File: config.mk
export PLATFORM = sky130hd
export DESIGN_NAME = hazard_ctrl
export DESIGN_NICKNAME = d
export VERILOG_FILES = /design/src/rtl/hazard_pkg.sv /design/src/rtl/fwd_sel.sv /design/src/rtl/hazard_ctrl.sv
export SDC_FILE = /design/constraint.sdc
export NUM_CORES = 1
export LEC_CHECK = 0
export ABC_AREA = 0
export BUFFER_PORTS_ARGS = -buffer_cell sky130_fd_sc_hd__clkbuf_2
export CORE_UTILIZATION = 35
export DETAILED_ROUTE_END_ITERATION = 6
export HOLD_SLACK_MARGIN = 0.12
export PLACE_DENSITY_LB_ADDON = 0.2
export SLEW_MARGIN = 30
export SYNTH_ARGS = -nofsm -noshare
export SYNTH_HDL_FRONTEND = slang
export SYNTH_SLANG_ARGS = --single-unit
File: constraint.sdc
create_clock -name clk -period 1.7 [get_ports clk]
set_input_delay 0.17 -clock clk [delete_from_list [all_inputs] [get_ports clk]]
set_output_delay 0.17 -clock clk [all_outputs]
set_load 0.01 [all_outputs]
File: src/rtl/hazard_pkg.sv
// Shared types for the hazard controller: forwarding-mux selects and MUL/DIV sequencer states.
package hazard_pkg;

  localparam int REG_AW_DEF = 5;

  typedef enum logic [1:0] {
    FWD_RF  = 2'b00,
    FWD_WB  = 2'b01,
    FWD_MEM = 2'b10
  } fwd_sel_e;

  typedef enum logic {
    MD_IDLE = 1'b0,
    MD_BUSY = 1'b1
  } md_state_e;

endpackage

File: src/rtl/fwd_sel.sv
// Operand-forwarding select for one EX source register; MEM result wins over WB, x0 never forwards.
module fwd_sel
  import hazard_pkg::*;
#(
  parameter int REG_AW = REG_AW_DEF
) (
  input  logic [REG_AW-1:0] rs_e,
  input  logic [REG_AW-1:0] rd_m,
  input  logic [REG_AW-1:0] rd_w,
  input  logic              reg_write_m,
  input  logic              reg_write_w,
  output fwd_sel_e          sel
);

  logic hit_m;
  logic hit_w;

  always_comb begin
    hit_m = reg_write_m && (rd_m == rs_e) && (rd_m != '0);
    hit_w = reg_write_w && (rd_w == rs_e) && (rd_w != '0);
    sel   = FWD_RF;
    if (hit_m) begin
      sel = FWD_MEM;
    end else if (hit_w) begin
      sel = FWD_WB;
    end
  end

endmodule

File: src/rtl/hazard_ctrl.sv
// Pipeline hazard controller: EX forwarding selects, load-use/branch stall and flush control,
// and the start/done sequencer (with timeout) for the multi-cycle MUL/DIV unit in EX.
module hazard_ctrl
  import hazard_pkg::*;
#(
  parameter int REG_AW     = REG_AW_DEF,
  parameter int MD_TIMEOUT = 64
) (
  input  logic              clk,
  input  logic              reset,
  input  logic [REG_AW-1:0] Rs1D,
  input  logic [REG_AW-1:0] Rs2D,
  input  logic [REG_AW-1:0] Rs1E,
  input  logic [REG_AW-1:0] Rs2E,
  input  logic [REG_AW-1:0] RdE,
  input  logic [REG_AW-1:0] RdM,
  input  logic [REG_AW-1:0] RdW,
  input  logic              RegWriteM,
  input  logic              RegWriteW,
  input  logic              LoadE,
  input  logic              PCSrcE,
  input  logic              MdReqE,
  input  logic              MdDone,
  output logic              MdStart,
  output logic [1:0]        ForwardAE,
  output logic [1:0]        ForwardBE,
  output logic              StallF,
  output logic              StallD,
  output logic              StallE,
  output logic              FlushD,
  output logic              FlushE,
  output logic              FlushM,
  output logic              MdTimeout
);

  localparam int CNT_W = $clog2(MD_TIMEOUT + 1);
  localparam logic [CNT_W-1:0] CNT_MAX = CNT_W'(MD_TIMEOUT);

  fwd_sel_e fwd_a;
  fwd_sel_e fwd_b;

  fwd_sel #(.REG_AW(REG_AW)) u_fwd_a (
    .rs_e       (Rs1E),
    .rd_m       (RdM),
    .rd_w       (RdW),
    .reg_write_m(RegWriteM),
    .reg_write_w(RegWriteW),
    .sel        (fwd_a)
  );

  fwd_sel #(.REG_AW(REG_AW)) u_fwd_b (
    .rs_e       (Rs2E),
    .rd_m       (RdM),
    .rd_w       (RdW),
    .reg_write_m(RegWriteM),
    .reg_write_w(RegWriteW),
    .sel        (fwd_b)
  );

  assign ForwardAE = fwd_a;
  assign ForwardBE = fwd_b;

  md_state_e        state_q, state_d;
  logic [CNT_W-1:0] cnt_q, cnt_d;
  logic             issued_q, issued_d;
  logic             md_start_q, md_start_d;
  logic             md_timeout_q, md_timeout_d;

  logic issue;
  logic md_busy;
  logic md_hold;
  logic lw_stall;

  always_comb begin
    issue    = (state_q == MD_IDLE) && MdReqE && !issued_q;
    md_busy  = (state_q == MD_BUSY) && !MdDone;
    md_hold  = md_busy || issue;
    lw_stall = LoadE && (RdE != '0) && ((Rs1D == RdE) || (Rs2D == RdE));
  end

  always_comb begin
    state_d      = state_q;
    cnt_d        = cnt_q;
    issued_d     = issued_q;
    md_start_d   = 1'b0;
    md_timeout_d = md_timeout_q;
    unique case (state_q)
      MD_IDLE: begin
        if (issue) begin
          state_d    = MD_BUSY;
          cnt_d      = '0;
          issued_d   = 1'b1;
          md_start_d = 1'b1;
        end else begin
          // Idle and not issuing means EX advances this edge, so the flag belongs to a retired op.
          issued_d = 1'b0;
        end
      end
      MD_BUSY: begin
        if (cnt_q != CNT_MAX) begin
          cnt_d = cnt_q + CNT_W'(1);
        end
        if (MdDone) begin
          state_d = MD_IDLE;
        end else if (cnt_q == CNT_MAX) begin
          md_timeout_d = 1'b1;
          state_d      = MD_IDLE;
        end
      end
      default: state_d = MD_IDLE;
    endcase
  end

  always_ff @(posedge clk or posedge reset) begin
    if (reset) begin
      state_q      <= MD_IDLE;
      cnt_q        <= '0;
      issued_q     <= 1'b0;
      md_start_q   <= 1'b0;
      md_timeout_q <= 1'b0;
    end else begin
      state_q      <= state_d;
      cnt_q        <= cnt_d;
      issued_q     <= issued_d;
      md_start_q   <= md_start_d;
      md_timeout_q <= md_timeout_d;
    end
  end

  // A held EX stage must never be cleared, so the MUL/DIV hold masks both branch and load-use flushes.
  always_comb begin
    StallF    = lw_stall || md_hold;
    StallD    = lw_stall || md_hold;
    StallE    = md_hold;
    FlushD    = PCSrcE && !md_hold;
    FlushE    = (lw_stall || PCSrcE) && !md_hold;
    FlushM    = md_hold;
    MdStart   = md_start_q;
    MdTimeout = md_timeout_q;
  end

endmodule

Word-level counts from Yosys, hierarchy flattened:

Cells that the tools add are included.

* equality and inequality tests: 10
* bitwise operators: 2
* muxes and demuxes: 12
* add/sub/neg operators: 1
* reduce and logical (&&, ||, !) cells: 27

Operators by type and width (count)
* 5-bit == test: 6
* 1-bit logical AND: 15
* 5-bit nonzero test: 3
* 7-bit two-way mux: 2
* 7-bit one-hot mux with 2 select lines: 1
* 7-bit by 1-bit adder with 7-bit output, second input constant: 1
* 7-bit == test, second input constant: 1
* 7-bit != test, second input constant: 1
* 1-bit two-way mux: 6
* 1-bit logical OR: 4
* 2-bit two-way mux: 2
* 1-bit zero test: 3
* 3-bit AND reduction: 1
* 2-bit by 1-bit != test with 1-bit output, second input constant: 1
* 2-bit != test, second input constant: 1
* 1-bit inverter: 2
* 1-bit one-hot mux with 2 select lines: 1
* 2-bit AND reduction: 1

* output and inout bits: 12
* register bits after elaboration: 11
* logic and storage cells: 57

Longest topological paths before layout:

* word-level depth: 6
* depth in mapped cells: 5
* depth with buffers taken out: 5

Cells and area by module:

Synthesis repeated with hierarchy kept, for this count alone.

* cells, all modules: 115
* area, all modules: 1021.0 µm²

Modules (own cells, without submodules)
* hazard_ctrl: cells each 73, area each 703.2 µm², sequential area each 275.3 µm², times used 1
* fwd_sel: cells each 21, area each 158.9 µm², sequential area each 0.0 µm², times used 2

Worst setup path before layout:

No wires, ideal clock.

* path type: flip-flop to output port
* start point: register state_q
* end point: output StallF
* data required time: 1.530 ns
* cell stages (with the launch flop): 6
* data arrival time: 1.458 ns
* setup slack: 0.072 ns
* cells stage by stage: dfrtp_1 buf_2 or3b_1 nand2_1 o21bai_1 buf_4

* cells in the longest elaborated chain, start to end: 5
* elaborated cells on any way between the ends: 6
* classes of those cells: bitwise (1); reduce/logical (5)

RTL lines
* start: declaration: RTL line hazard_ctrl.sv:63 `md_state_e state_q, state_d;`
* start signal: assignment: RTL line hazard_ctrl.sv:122 `state_q <= state_d;`
* 1-bit inverter
* 1-bit logical AND (2 in a row): RTL line hazard_ctrl.sv:75 `issue = (state_q == MD_IDLE) && MdReqE && !issued_q;`
* 1-bit logical OR *: RTL line hazard_ctrl.sv:77 `md_hold = md_busy || issue;`
* named net FlushM: RTL line hazard_ctrl.sv:32 `output logic FlushM,`
* 1-bit logical OR *
* end: declaration: RTL line hazard_ctrl.sv:27 `output logic StallF,`

Mark *: on every way through the listed nets, which the timed path passes. The rest lies on a longest branch.

Worst setup path in the final report:

* start point: register issued_q
* end point: output FlushE

* cells in the longest elaborated chain, start to end: 5

RTL lines
* start: declaration: RTL line hazard_ctrl.sv:65 `logic issued_q, issued_d;`
* start signal: assignment: RTL line hazard_ctrl.sv:124 `issued_q <= issued_d;`
* 1-bit zero test: RTL line hazard_ctrl.sv:75
* 1-bit logical AND: RTL line hazard_ctrl.sv:75
* 1-bit logical OR: RTL line hazard_ctrl.sv:77
* 1-bit zero test: RTL line hazard_ctrl.sv:136 `FlushE = (lw_stall || PCSrcE) && !md_hold;`
* 1-bit logical AND: RTL line hazard_ctrl.sv:136
* end: declaration: RTL line hazard_ctrl.sv:31 `output logic FlushE,`

No other way between the ends.

==> flow_summary_export.csv <==
group,metric,value,unit
outcome,status,"complete, but fails checks",
outcome,violations,"setup timing",
sta,setup_viol,1,
sta,setup_tns,-0.006454,ns
worst_setup_path,r2r_slack,0.27,ns
synthesis,netlist.area_leader.share,28.61,%
clocking,h-tree-depth,1,
synthesis,ys_ff_latch,11,
detailed_routing,viasPerCell,4.949,
detailed_routing,vias,980,
run,maxCapViolations,0,
worst_setup_path,worstPathRequired,1.53,ns
layout,final_cells,198,
synthesis,yosysMostFrequentCell,"xor2_1",
layout,final_layout_size_suffix_gt1_share,44.64,%
floorplanning,rows,18,
synthesis,syn_avg_cell_area,8.992,um^2
global_route,gr-max-usage-layer,"met2",
clocking,cts_buffers,3,
detailed_routing,drt-total-wl,2414,um
global_route,met1_usage,15.54,%
worst_setup_path,crit_path_end_kind,"output pin",
placement,gp_congestion,0.7231,
placement,dp_hpwl,1973,um
worst_setup_path,critPathLaunchType,"register",
clocking,cts_sinks,11,
detailed_routing,post_drt_wl_per_cell,12.19,um
synthesis,syn_area,962.2,um^2
power_and_ir_drop,vdd_drop_max,0.6031,mV
min_path,min_path_type,"in -> reg",
global_route,gr-total-overflow,0,
power_and_ir_drop,cellLeakagePower,0.7021,nW
clocking,clkTransAtPathRegs,0.07,ns
sta,slew_violations,0,
sta,max_freq,586.0,MHz
synthesis,synth_area_leaders,"dfrtp_1 29%, xor2_1 25%, xnor2_1 5.5%",
global_route,met3_usage,3.333,%
floorplanning,initial_utilization,37.81,%
floorplanning,core_area,2545,um^2
clocking,clkLatencyLatePin,0.27,ns
synthesis,ys_seq_area_share,28.61,%
detailed_routing,firstDrtPassIters,3,
global_route,grt_pass1_wl,3726,um
worst_setup_path,reg2regPathDepth,4,
sta,period_share,100.4,%
layout,num-fill-cells,244,
power_and_ir_drop,p_comb_share,51.1,%
layout,final_util,53.15,%
power_and_ir_drop,p_sw_share,38.11,%
floorplanning,die_w,54.43,um
sta,tightest_slew,0.4604,ns
clocking,cts_tree,"built",
synthesis,syn_nets,152,
worst_setup_path,timing.rr.end,"cnt_q[1]",
synthesis,synth_warnings,0,
sta,hold_violations,0,
floorplanning,io-pin-count,55,
worst_setup_path,crit_fanout,3,
sta,max_slew_margin,69.02,%
sta,finClkSkew,0.0002918,ns
synthesis,synth.distinct_cells,30,
global_route,grt_max_degree,12,
worst_setup_path,timing.rr.start,"cnt_q[2]",
synthesis,synth_edf_count,0,
global_route,met2_usage,38.01,%
sta,grt_setup_unrepaired,"true",
detailed_routing,drc,0,
global_route,antenna_found_initial,0,
layout,area_growth,40.57,%
placement,dp.cells,190,
clocking,clockBufferDepth,2,
layout,antennaDiodeCount,0,
worst_setup_path,worst-setup-path-type,"reg -> out",
power_and_ir_drop,p_seq_share,33.6,%
placement,port_buffers,54,
synthesis,synth_common_cells,"27 x xor2_1, 11 x dfrtp_1, 6 x nand2_1, 6 x nor2_1, 6 x xnor2_1",
floorplanning,die_area,2963,um^2
sta,finalCriticalPeriod,1.706,ns
detailed_routing,drt_iter0_markers,5,
detailed_routing,drt.antenna.violating_nets,0,
clocking,cts_root_buf,"clkbuf_4",
power_and_ir_drop,intPower,730.2,uW
floorplanning,die_h,54.43,um
global_route,grt_pass1_vias,948,
sta,setup_slack,-0.006454,ns
synthesis,syn_inst,107,
layout,nNetsFinal,214,
synthesis,async_reset_ff_share,100.0,%
worst_setup_path,crit_end,"FlushE",
worst_setup_path,cp-startpoint,"issued_q",
power_and_ir_drop,p_per_area,872.3,nW/um^2
synthesis,yosys.area.top_type,"dfrtp_1",
global_route,grt_usage,17.90,%
power_and_ir_drop,pwr-share-clk,15.3,%
power_and_ir_drop,p_switching,449.7,uW
synthesis,synth-main-ff-cell,"dfrtp_1",
worst_setup_path,worst-endpoint-arrival,1.54,ns
==> registers in the layout, summed over array words and instances, names as in the netlist <==
register   cells
state_q        1
MdStart        1
MdTimeout      1
cnt_q          7
issued_q       1
==> placed cells by master, fill, tap and decap left out, types with 2 or more instances in the layout <==
master,count
buf_2,5
ha_1,2
clkbuf_2,49
nand2_1,5
o21bai_1,3
nand3_1,3
nor2_1,6
dfrtp_1,11
o21ai_0,3
nor4_1,2
inv_1,5
nand4_1,3
buf_4,7
nor4_2,2
xnor2_1,6
a21oi_1,2
clkbuf_4,3
xor2_1,27
nor3_1,2
or4_1,4
==> critical path: stages, from the launching register on <==
cell and delay, ns:
dfrtp_1 0.39, or3b_4 0.42, and3_4 0.16, o21bai_1 0.15
buf_2 0.15
==> per-stage QoR <==
| stage | power, mW | worst slack (ns) | hold WS, ns | cell area [um^2] |
|---|---|---|---|---|
| 4_1_cts | 1.180 | 0.003375 | 0.3086 | 1331 |
| 5_1_grt | 1.278 | -0.07394 | 0.3686 | 1353 |
| 6_report | 1.180 | -0.006454 | 0.3361 | 1353 |
| 2_1_floorplan | 0.7433 | 0.07192 | 0.02244 | 962.2 |
| 3_3_place_gp | 0.9257 | 0.08016 | 0.1587 | 1265 |
| 3_5_place_dp | 0.9443 | 0.03176 | 0.1732 | 1265 |
==> logic make-up after synthesis <==
group	Yosys count	synth area share, %
AOI/OAI and AO/OA	12	8.192
adders and majority gates	2	2.600
and+or+nand+nor	37	22.76
muxes	2	2.211
buffers and inverters	10	5.592
DFF	11	28.61
xor gates and xnor gates	33	30.04
==> how the worst min path moves through the flow <==
stage / startpoint / slack (ns) / cells past startpoint / endpoint
finish: MdDone / 0.34 / 4 / MdTimeout
CTS: MdDone / 0.31 / 4 / MdTimeout
detailed placement: reset / 0.17 / 2 / cnt_q[2]
global route: MdDone / 0.37 / 4 / MdTimeout
global placement: reset / 0.16 / 2 / cnt_q[2]
floorplan: reset / 0.02 / 1 / MdStart
==> per-layer routing <==
layer	vias to the layer above	routed length [um]
met1	451	892
li1	491	-
met4	0	43
met5	-	0
met3	5	169
met2	33	1309
==> power groups by stage <==
stage / logic (mW) / registers [mW] / clock network, mW
after floorplan: 0.357 / 0.386 / 0
after detailed placement: 0.540 / 0.404 / 0
after CTS: 0.598 / 0.398 / 0.184
final: 0.603 / 0.397 / 0.181
after global routing: 0.671 / 0.411 / 0.196
after global placement: 0.527 / 0.399 / 0
==> repair_timing <==
action | 4_1_cts | 5_1_grt
gates resized for setup | 2 | 9
endpoints found under the hold margin | 11 | 0
gates cloned | 0 | 0
setup endpoints to repair | 3 | 5
hold buffers | 1 | 0
pin swaps | 2 | 2
setup buffers | 3 | 0
==> final cells by class <==
cell class                      instances  area, um^2  share of cell area (%)
Multi-Input combinational cell         86       661.9                   48.94
Timing Repair Buffer                   62       332.8                   24.61
Inverter                                5       18.77                   1.388
Sequential cell                        11       275.3                   20.35
Tap cell                               30       37.54                   2.775
Clock buffer                            4       26.28                   1.943
Note: power is estimated with default switching activity, not from simulation.
